<file path="src/rtl/cei_mochila_pkg.sv">
// cei_mochila_pkg: shared types and helpers for the TMR recovery controller
package cei_mochila_pkg;
  localparam int unsigned TMR_NHARTS = 3;
  typedef enum logic [2:0] {
    TMR_MONITOR,
    TMR_CONFIRM,
    TMR_HALT,
    TMR_RESYNC,
    TMR_DONE,
    TMR_FATAL
  } tmr_rec_state_e;
  function automatic logic is_onehot(logic [TMR_NHARTS-1:0] v);
    return (v != '0) && ((v & (v - TMR_NHARTS'(1))) == '0);
  endfunction
endpackage

</file>
<file path="src/rtl/tmr_recovery_ctrl.sv">
// tmr_recovery_ctrl: filters voter mismatches and sequences halt/drain/resync recovery
module tmr_recovery_ctrl
  import cei_mochila_pkg::*;
#(
  parameter int unsigned NHARTS    = TMR_NHARTS,
  parameter int unsigned THRESHOLD = 4,
  parameter int unsigned CNT_W     = 8
) (
  input  logic              clk_i,
  input  logic              rst_ni,
  input  logic              enable_i,
  input  logic              error_i,
  input  logic [NHARTS-1:0] error_id_i,
  input  logic              bus_idle_i,
  input  logic              resync_ack_i,
  output logic [NHARTS-1:0] halt_o,
  output logic              resync_req_o,
  output logic              voter_enable_o,
  output logic [NHARTS-1:0] faulty_id_o,
  output logic              irq_o,
  output logic              fatal_o,
  output logic [CNT_W-1:0]  fault_cnt_o,
  output logic [CNT_W-1:0]  transient_cnt_o
);
  if (NHARTS != 3 || THRESHOLD < 1 || THRESHOLD > 255) begin : g_param_check
    $fatal(1, "tmr_recovery_ctrl: NHARTS must be 3 and THRESHOLD within 1..255");
  end
  localparam logic [7:0] THR = 8'(THRESHOLD);
  localparam logic [CNT_W-1:0] CNT_MAX = '1;
  tmr_rec_state_e state_q, state_d;
  logic [NHARTS-1:0] id_q, id_d, halt_q, halt_d;
  logic [7:0] cnt_q, cnt_d;
  logic [CNT_W-1:0] fault_cnt_q, fault_cnt_d, transient_cnt_q, transient_cnt_d;
  logic resync_req_q, resync_req_d, voter_enable_q, voter_enable_d;
  logic irq_q, irq_d, fatal_q, fatal_d;
  logic single, multi;
  assign single = enable_i && error_i && is_onehot(error_id_i);
  assign multi  = enable_i && error_i && (error_id_i != '0) && !is_onehot(error_id_i);
  always_comb begin
    state_d         = state_q;
    id_d            = id_q;
    cnt_d           = cnt_q;
    fault_cnt_d     = fault_cnt_q;
    transient_cnt_d = transient_cnt_q;
    case (state_q)
      TMR_MONITOR:
        if (multi) begin
          state_d = TMR_FATAL;
          id_d    = error_id_i;
        end else if (single) begin
          id_d    = error_id_i;
          cnt_d   = 8'd1;
          state_d = (THR == 8'd1) ? TMR_HALT : TMR_CONFIRM;
        end
      TMR_CONFIRM:
        if (multi) begin
          state_d = TMR_FATAL;
          id_d    = error_id_i;
        end else if (single && error_id_i == id_q) begin
          cnt_d   = cnt_q + 8'd1;
          state_d = (cnt_d == THR) ? TMR_HALT : TMR_CONFIRM;
        end else begin
          transient_cnt_d = (transient_cnt_q == CNT_MAX) ? transient_cnt_q : transient_cnt_q + CNT_W'(1);
          id_d            = '0;
          cnt_d           = '0;
          state_d         = TMR_MONITOR;
        end
      TMR_HALT:
        state_d = bus_idle_i ? TMR_RESYNC : TMR_HALT;
      TMR_RESYNC:
        if (resync_ack_i) begin
          fault_cnt_d = (fault_cnt_q == CNT_MAX) ? fault_cnt_q : fault_cnt_q + CNT_W'(1);
          id_d        = '0;
          state_d     = TMR_DONE;
        end
      TMR_DONE:
        state_d = TMR_MONITOR;
      default: ;
    endcase
    halt_d         = (state_d inside {TMR_HALT, TMR_RESYNC, TMR_FATAL}) ? '1 : '0;
    resync_req_d   = state_d == TMR_RESYNC;
    voter_enable_d = enable_i && !(state_d inside {TMR_RESYNC, TMR_FATAL});
    irq_d          = state_d == TMR_DONE;
    fatal_d        = state_d == TMR_FATAL;
  end
  always_ff @(posedge clk_i) begin
    if (!rst_ni) begin
      state_q         <= TMR_MONITOR;
      id_q            <= '0;
      cnt_q           <= '0;
      fault_cnt_q     <= '0;
      transient_cnt_q <= '0;
      halt_q          <= '0;
      resync_req_q    <= 1'b0;
      voter_enable_q  <= 1'b0;
      irq_q           <= 1'b0;
      fatal_q         <= 1'b0;
    end else begin
      state_q         <= state_d;
      id_q            <= id_d;
      cnt_q           <= cnt_d;
      fault_cnt_q     <= fault_cnt_d;
      transient_cnt_q <= transient_cnt_d;
      halt_q          <= halt_d;
      resync_req_q    <= resync_req_d;
      voter_enable_q  <= voter_enable_d;
      irq_q           <= irq_d;
      fatal_q         <= fatal_d;
    end
  end
  assign halt_o          = halt_q;
  assign resync_req_o    = resync_req_q;
  assign voter_enable_o  = voter_enable_q;
  assign faulty_id_o     = id_q;
  assign irq_o           = irq_q;
  assign fatal_o         = fatal_q;
  assign fault_cnt_o     = fault_cnt_q;
  assign transient_cnt_o = transient_cnt_q;
endmodule

</file>
<file path="config.mk">
export PLATFORM = sky130hd
export DESIGN_NAME = tmr_recovery_ctrl
export DESIGN_NICKNAME = d
export VERILOG_FILES = /design/src/rtl/cei_mochila_pkg.sv /design/src/rtl/tmr_recovery_ctrl.sv
export SDC_FILE = /design/constraint.sdc
export NUM_CORES = 1
export LEC_CHECK = 0
export ABC_AREA = 1
export CAP_MARGIN = 20
export CORE_ASPECT_RATIO = 0.9
export CORE_MARGIN = 2
export CORE_UTILIZATION = 55
export CTS_BUF_LIST = sky130_fd_sc_hd__clkbuf_2 sky130_fd_sc_hd__clkbuf_4 sky130_fd_sc_hd__clkbuf_8
export CTS_CLUSTER_DIAMETER = 150
export DETAILED_ROUTE_END_ITERATION = 6
export DONT_BUFFER_PORTS = 1
export PLACE_DENSITY = 0.73
export SLEW_MARGIN = 10
export SYNTH_ARGS = -nofsm -noshare
export SYNTH_HDL_FRONTEND = slang
export SYNTH_SLANG_ARGS = --single-unit
</file>
<file path="constraint.sdc">
create_clock -name clk_i -period 1.5 [get_ports clk_i]
set_input_delay 0.225 -clock clk_i [delete_from_list [all_inputs] [get_ports clk_i]]
set_output_delay 0.225 -clock clk_i [all_outputs]
set_load 0.05 [all_outputs]
</file>
After elaboration in Yosys (flattened, before gate mapping)
Index checks and enable logic that the tools add are counted.
{"block": "op_classes", "mux": 20, "n_lt_le_gt_ge": 0, "n_div": 0, "shift": 0, "reduce_logical": 20, "eq_ne": 18, "add_sub_neg": 4, "mul": 0, "bitwise_logic": 5}
{"cell": "8-bit 2-to-1 mux", "count": 4}
{"cell": "3-bit 2-to-1 mux", "count": 10}
{"cell": "8-bit by 1-bit adder with 8-bit output (second input constant)", "count": 3}
{"cell": "8-bit == test (second input constant)", "count": 2}
{"cell": "8-bit one-hot mux with 2 select lines", "count": 1}
{"cell": "3-bit one-hot mux with 5 select lines", "count": 1}
{"cell": "3-bit by 2-bit == test with 1-bit output (second input constant)", "count": 4}
{"cell": "4-bit AND reduction", "count": 3}
{"cell": "3-bit == test (second input constant)", "count": 3}
{"cell": "3-bit one-hot mux with 3 select lines", "count": 1}
{"cell": "3-bit nonzero test", "count": 3}
{"cell": "8-bit by 3-bit == test with 1-bit output (second input constant)", "count": 1}
{"cell": "2-bit != test (second input constant)", "count": 4}
{"cell": "1-bit logical AND", "count": 7}
{"cell": "3-bit zero test", "count": 2}
{"cell": "3-bit != test (second input constant)", "count": 2}
{"cell": "2-bit 2-to-1 mux", "count": 2}
{"cell": "1-bit NOT", "count": 4}
{"cell": "2-bit nonzero test", "count": 2}
{"cell": "3-bit AND", "count": 1}
{"cell": "3-bit by 1-bit == test with 1-bit output (second input constant)", "count": 1}
{"cell": "3-bit == test", "count": 1}
{"cell": "3-bit AND reduction", "count": 1}
{"cell": "3-bit by 1-bit subtractor with 3-bit output (second input constant)", "count": 1}
{"cell": "2 further kinds", "count": 3}
{"block": "totals", "in_bits": 9, "latch_bits": 0, "mem_bits_rw": 0, "output_inout_bits": 26, "wordCells": 77, "mem_bits_ro": 0, "n_memories": 0, "regBits": 37}

Logic depth before layout (Yosys ltp)
{"block": "logic_depth", "depth_word": 13, "ltp_mapped": 13, "ltp_nobuf": 13}

Worst setup path before layout
OpenSTA, ideal clock, no wires.
{"block": "synth_path", "path_type": "register -> register", "from": "reg transient_cnt_q[1], in the netlist transient_cnt_o[1]", "to": "reg transient_cnt_q[4], in the netlist transient_cnt_o[4]", "arrival_ns": 1.714, "n_path_buf": 1, "stages_incl_launch_ff": 9, "period_less_slack_ns": 1.829, "setup_ns": 0.116, "t_required_ns": 1.384, "setup_slack_ns": -0.329, "cell_sequence": "dfxtp_1 ha_1 nand4_1 nor2_1 a21oi_2 nand2_2 buf_6 o21bai_1 and3_1"}
{"block": "synth_between", "elab_chain_len": 3, "elab_cells_between_ends": 4, "classes_between": "1 x add/sub; 1 x eq/ne; 1 x bitwise; 1 x reduce/logical"}
{"element": "from (decl)", "line_no": "tmr_recovery_ctrl.sv:33", "source": "logic [CNT_W-1:0] fault_cnt_q, fault_cnt_d, transient_cnt_q, transient_cnt_d;"}
{"element": "from (signal assigned)", "line_no": "tmr_recovery_ctrl.sv:103", "source": "transient_cnt_q <= transient_cnt_d;"}
{"element": "parallel branches: the longest is 3 deep, another holds 8-bit by 1-bit adder with 8-bit output"}
Parallel ways; which one is timed is not known.
A chain may end at the register's enable or synchronous reset.

Worst setup path in the final report
{"block": "layout_path", "from": "reg cnt_q[0]", "to": "reg halt_q[1], in the netlist halt_o[1]"}
{"block": "layout_between", "elab_chain_len": 9, "elab_cells_between_ends": 11, "classes_between": "1 x add/sub; 4 x eq/ne; 5 x mux; 1 x reduce/logical"}
{"element": "from (decl)", "line_no": "tmr_recovery_ctrl.sv:32", "source": "logic [7:0] cnt_q, cnt_d;"}
{"element": "from (signal assigned)", "line_no": "tmr_recovery_ctrl.sv:101", "source": "cnt_q <= cnt_d;"}
{"element": "8-bit by 1-bit adder with 8-bit output (*)", "line_no": "tmr_recovery_ctrl.sv:60", "source": "cnt_d = cnt_q + 8'd1;"}
{"element": "8-bit by 3-bit == test with 1-bit output (*)", "line_no": "tmr_recovery_ctrl.sv:61", "source": "state_d = (cnt_d == THR) ? TMR_HALT : TMR_CONFIRM;"}
{"element": "2-bit 2-to-1 mux (*)", "line_no": "tmr_recovery_ctrl.sv:61"}
{"element": "2-bit 2-to-1 mux (*)", "line_no": "tmr_recovery_ctrl.sv:59", "source": "end else if (single && error_id_i == id_q) begin"}
{"element": "3-bit 2-to-1 mux (*)", "line_no": "tmr_recovery_ctrl.sv:56", "source": "if (multi) begin"}
{"element": "3-bit one-hot mux with 5 select lines (*)", "line_no": "tmr_recovery_ctrl.sv:45", "source": "case (state_q)"}
{"element": "3-bit by 2-bit == test with 1-bit output or 3-bit == test (tied branches)", "line_no": "tmr_recovery_ctrl.sv:80", "source": "halt_d = (state_d inside {TMR_HALT, TMR_RESYNC, TMR_FATAL}) ? '1 : '0;"}
{"element": "3-bit nonzero test (*)", "line_no": "tmr_recovery_ctrl.sv:80"}
{"element": "3-bit 2-to-1 mux (*)", "line_no": "tmr_recovery_ctrl.sv:80"}
{"element": "to (signal assigned)", "line_no": "tmr_recovery_ctrl.sv:104", "source": "halt_q <= halt_d;"}
{"element": "to (decl)", "line_no": "tmr_recovery_ctrl.sv:31", "source": "logic [NHARTS-1:0] id_q, id_d, halt_q, halt_d;"}
Every way passes the cells marked *; elsewhere a longest branch is shown, timed or not.

==> flow_metrics.env <==
export IMPL_status="complete, but fails checks"
export IMPL_violations="setup timing"
export IMPL_grt_pass1_wl_mm=7.92
export IMPL_wire_per_inst_um=13.8
export IMPL_worstMarginPinSlew_ns=0.495
export IMPL_start_util=0.572
export IMPL_use_met3=0.0904
export IMPL_synth_cell_types=37
export IMPL_p_total_mw=2.14
export IMPL_timing_max_cap_violations=0
export IMPL_dieArea_um2=3980
export IMPL_cts_htree_levels=2
export IMPL_regArea_um2=746
export IMPL_clock_fmax_ghz=0.600
export IMPL_syn_cell_area_um2=1920
export IMPL_maxSlewViolCount=0
export IMPL_dp_hpwl_mm=3.27
export IMPL_place_inst=358
export IMPL_arrival_ns=1.92
export IMPL_fin_ws_ns=-0.166
export IMPL_grt_pass1_vias=1785
export IMPL_tns_ns=-0.613
export IMPL_hold_viol=0
export IMPL_cts_made_buffers=5
export IMPL_fp_coreArea_um2=3350
export IMPL_instances_no_fill=382
export IMPL_grt_most_used_layer="met2"
export IMPL_fillerInstances=212
export IMPL_relSlewSlack=0.670
export IMPL_drc_errors=0
export IMPL_ios=35
export IMPL_globalplace_congestion=0.936
export IMPL_worstHoldPathType="in -> reg"
export IMPL_synth_main_ff_cell="dfxtp_1"
export IMPL_cts_tree="done"
export IMPL_grt_max_degree=15
export IMPL_ant_nets=0
export IMPL_synth_seq_area_share=0.365
export IMPL_synth_edf_count=0
export IMPL_required_ns=1.75
export IMPL_cpMaxStageDelayCell="dfxtp_4"
export IMPL_multi_input_area_um2=1250
export IMPL_synth_fp_nets=288
export IMPL_min_period_over_period=1.11
export IMPL_clock_path_buffers=2
export IMPL_setup_viol=5
export IMPL_synth_avg_cell_area_um2=6.95
export IMPL_area_growth_syn_to_layout_pct=46.3
export IMPL_root_buffer="clkbuf_8"
export IMPL_overflow=0
export IMPL_rsz0062_at_grt="true"
export IMPL_async_reset_ff_frac=0
export IMPL_layout_commonest_cell="nand2_1"
export IMPL_cts_hold_buf=0
export IMPL_peakVddDrop_v=0.000635
export IMPL_clkTransAtPathRegs_ns=0.08
export IMPL_clkLatencyLatePin_ns=0.30
export IMPL_cp_max_fo=3
export IMPL_drt_initial_drc_count=115
export IMPL_fin_worst_skew_ns=0.00810
export IMPL_end_kind="register"
export IMPL_firstDrtPassIters=5
export IMPL_viasPerCell=5.20
export IMPL_num_rows=20
export IMPL_powerDensity_nw_per_um2=761
export IMPL_antenna_found_initial=0
export IMPL_synth_seq_cells=35
export IMPL_fp_dieW_um=66.3
export IMPL_io_buffers=0
export IMPL_drt_wl_total_mm=5.27
export IMPL_vias=1985
export IMPL_grtUsageTotal=0.265
export IMPL_slowest_delay_ns=0.38
export IMPL_die_h_um=60.0
export IMPL_met1_usage=0.331
export IMPL_layout_common_cells="nand2_1 (59), buf_4 (51), inv_1 (25), nor2_1 (22)"
export IMPL_p_leak_nw=1.26
export IMPL_path_cells="ha_4 -> nand3_2 -> o21bai_1 -> nand2_2 -> nor2_4 -> nand2_2 -> o21ai_2 -> o21ai_2 -> nor2_4 -> nand2_1 -> nand2_1"
export IMPL_n_antenna_cell=0
export IMPL_fin_hold_ws_ns=0.0263
export IMPL_cts_num_sinks=35
export IMPL_yosys_warnings=0
export IMPL_final_nets=349
export IMPL_syn_inst=276
export IMPL_drive_above_1_share=0.473
export IMPL_post_route_min_period_ns=1.67
export IMPL_place_ws_ns=-0.0757
export IMPL_path_class="reg -> reg"
export IMPL_met2_usage=0.424
export IMPL_cp_start_kind="register"
## kinds of logic after synthesis
kind of cell / Yosys count / synth area share
adder cells (fa/ha/maj): 3 / 0.0196
buffers and inverters: 44 / 0.0965
XOR/XNOR: 4 / 0.0183
flip-flops: 35 / 0.365
AND/OR/NAND/NOR: 141 / 0.345
AO/OA/AOI/OAI: 49 / 0.155
## per-stage QoR
| step | area, um2 | util |
|---|---|---|
| floorplan | 1980 | - |
| global placement | 2320 | 0.692 |
| detailed placement | 2320 | 0.692 |
| CTS | 2570 | 0.766 |
| global route | 2810 | 0.837 |
| finish | 2810 | 0.837 |
## timing repair
action                     4_1_cts  5_1_grt
setup buffers                    9        8
gates resized for setup         16       55
setup endpoints to repair       12       28
cloned                           0        0
pin swaps                        3       28
## routing by layer
metal  up-vias  share of wire
met3        10          0.046
met1       915           0.44
li1       1021              -
met2        39           0.50
met4         0          0.016
met5         -              0
## critical path, delay by kind of cell (launching register included)
family,cells,cell delay (ns)
AO/OA/AOI/OAI,3,0.44
flip-flops,1,0.38
adder cells (fa/ha/maj),1,0.16
AND/OR/NAND/NOR,7,0.63
## layout make-up
cell class / count / share of cell area
Multi-Input combinational cell: 197 / 0.445
Sequential cell: 35 / 0.266
Timing Repair Buffer: 59 / 0.170
Inverter: 39 / 0.0575
Clock buffer: 6 / 0.0294
Tap cell: 44 / 0.0196
Clock inverter: 2 / 0.0125
## flip-flops by register name, summed over array words and instances, names as in the netlist
signal,flops
cnt_q,8
fatal_o,1
fault_cnt_o,8
faulty_id_o,3
halt_o,1
irq_o,1
resync_req_o,1
state_q,3
transient_cnt_o,8
voter_enable_o,1
## path summary, 6_finish.rpt
| kind | cells past startpoint | slack (ns) | start | endpoint |
|---|---|---|---|---|
| worst max-delay path | 11 | -0.17 | cnt_q[0] | halt_o[1] |
| worst min-delay path | 2 | 0.03 | rst_ni | transient_cnt_o[3] |
| worst max register to register | 11 | -0.17 | cnt_q[0] | halt_o[1] |
| worst min register to register | 2 | 0.50 | cnt_q[5] | cnt_q[5] |
## cells in the mapped netlist (all sizes together), types with 3 or more instances
| library cell | count | share of area |
|---|---|---|
| nor2 | 37 | 0.091 |
| ha | 3 | 0.020 |
| inv | 36 | 0.070 |
| o21ai | 20 | 0.064 |
| buf | 3 | 0.014 |
| a22oi | 3 | 0.012 |
| clkinv | 3 | 0.0085 |
| nand4 | 4 | 0.013 |
| a21oi | 21 | 0.059 |
| nand2 | 75 | 0.16 |
| nor3 | 8 | 0.026 |
| nand3 | 11 | 0.031 |
| dfxtp | 35 | 0.37 |
## where the power goes
part	total (mW)	switching, mW	internal (mW)
registers	0.962	0.0246	0.938
logic	0.263	0.158	0.104
clock network	0.912	0.374	0.538
Power figures use the tool's default switching activity.
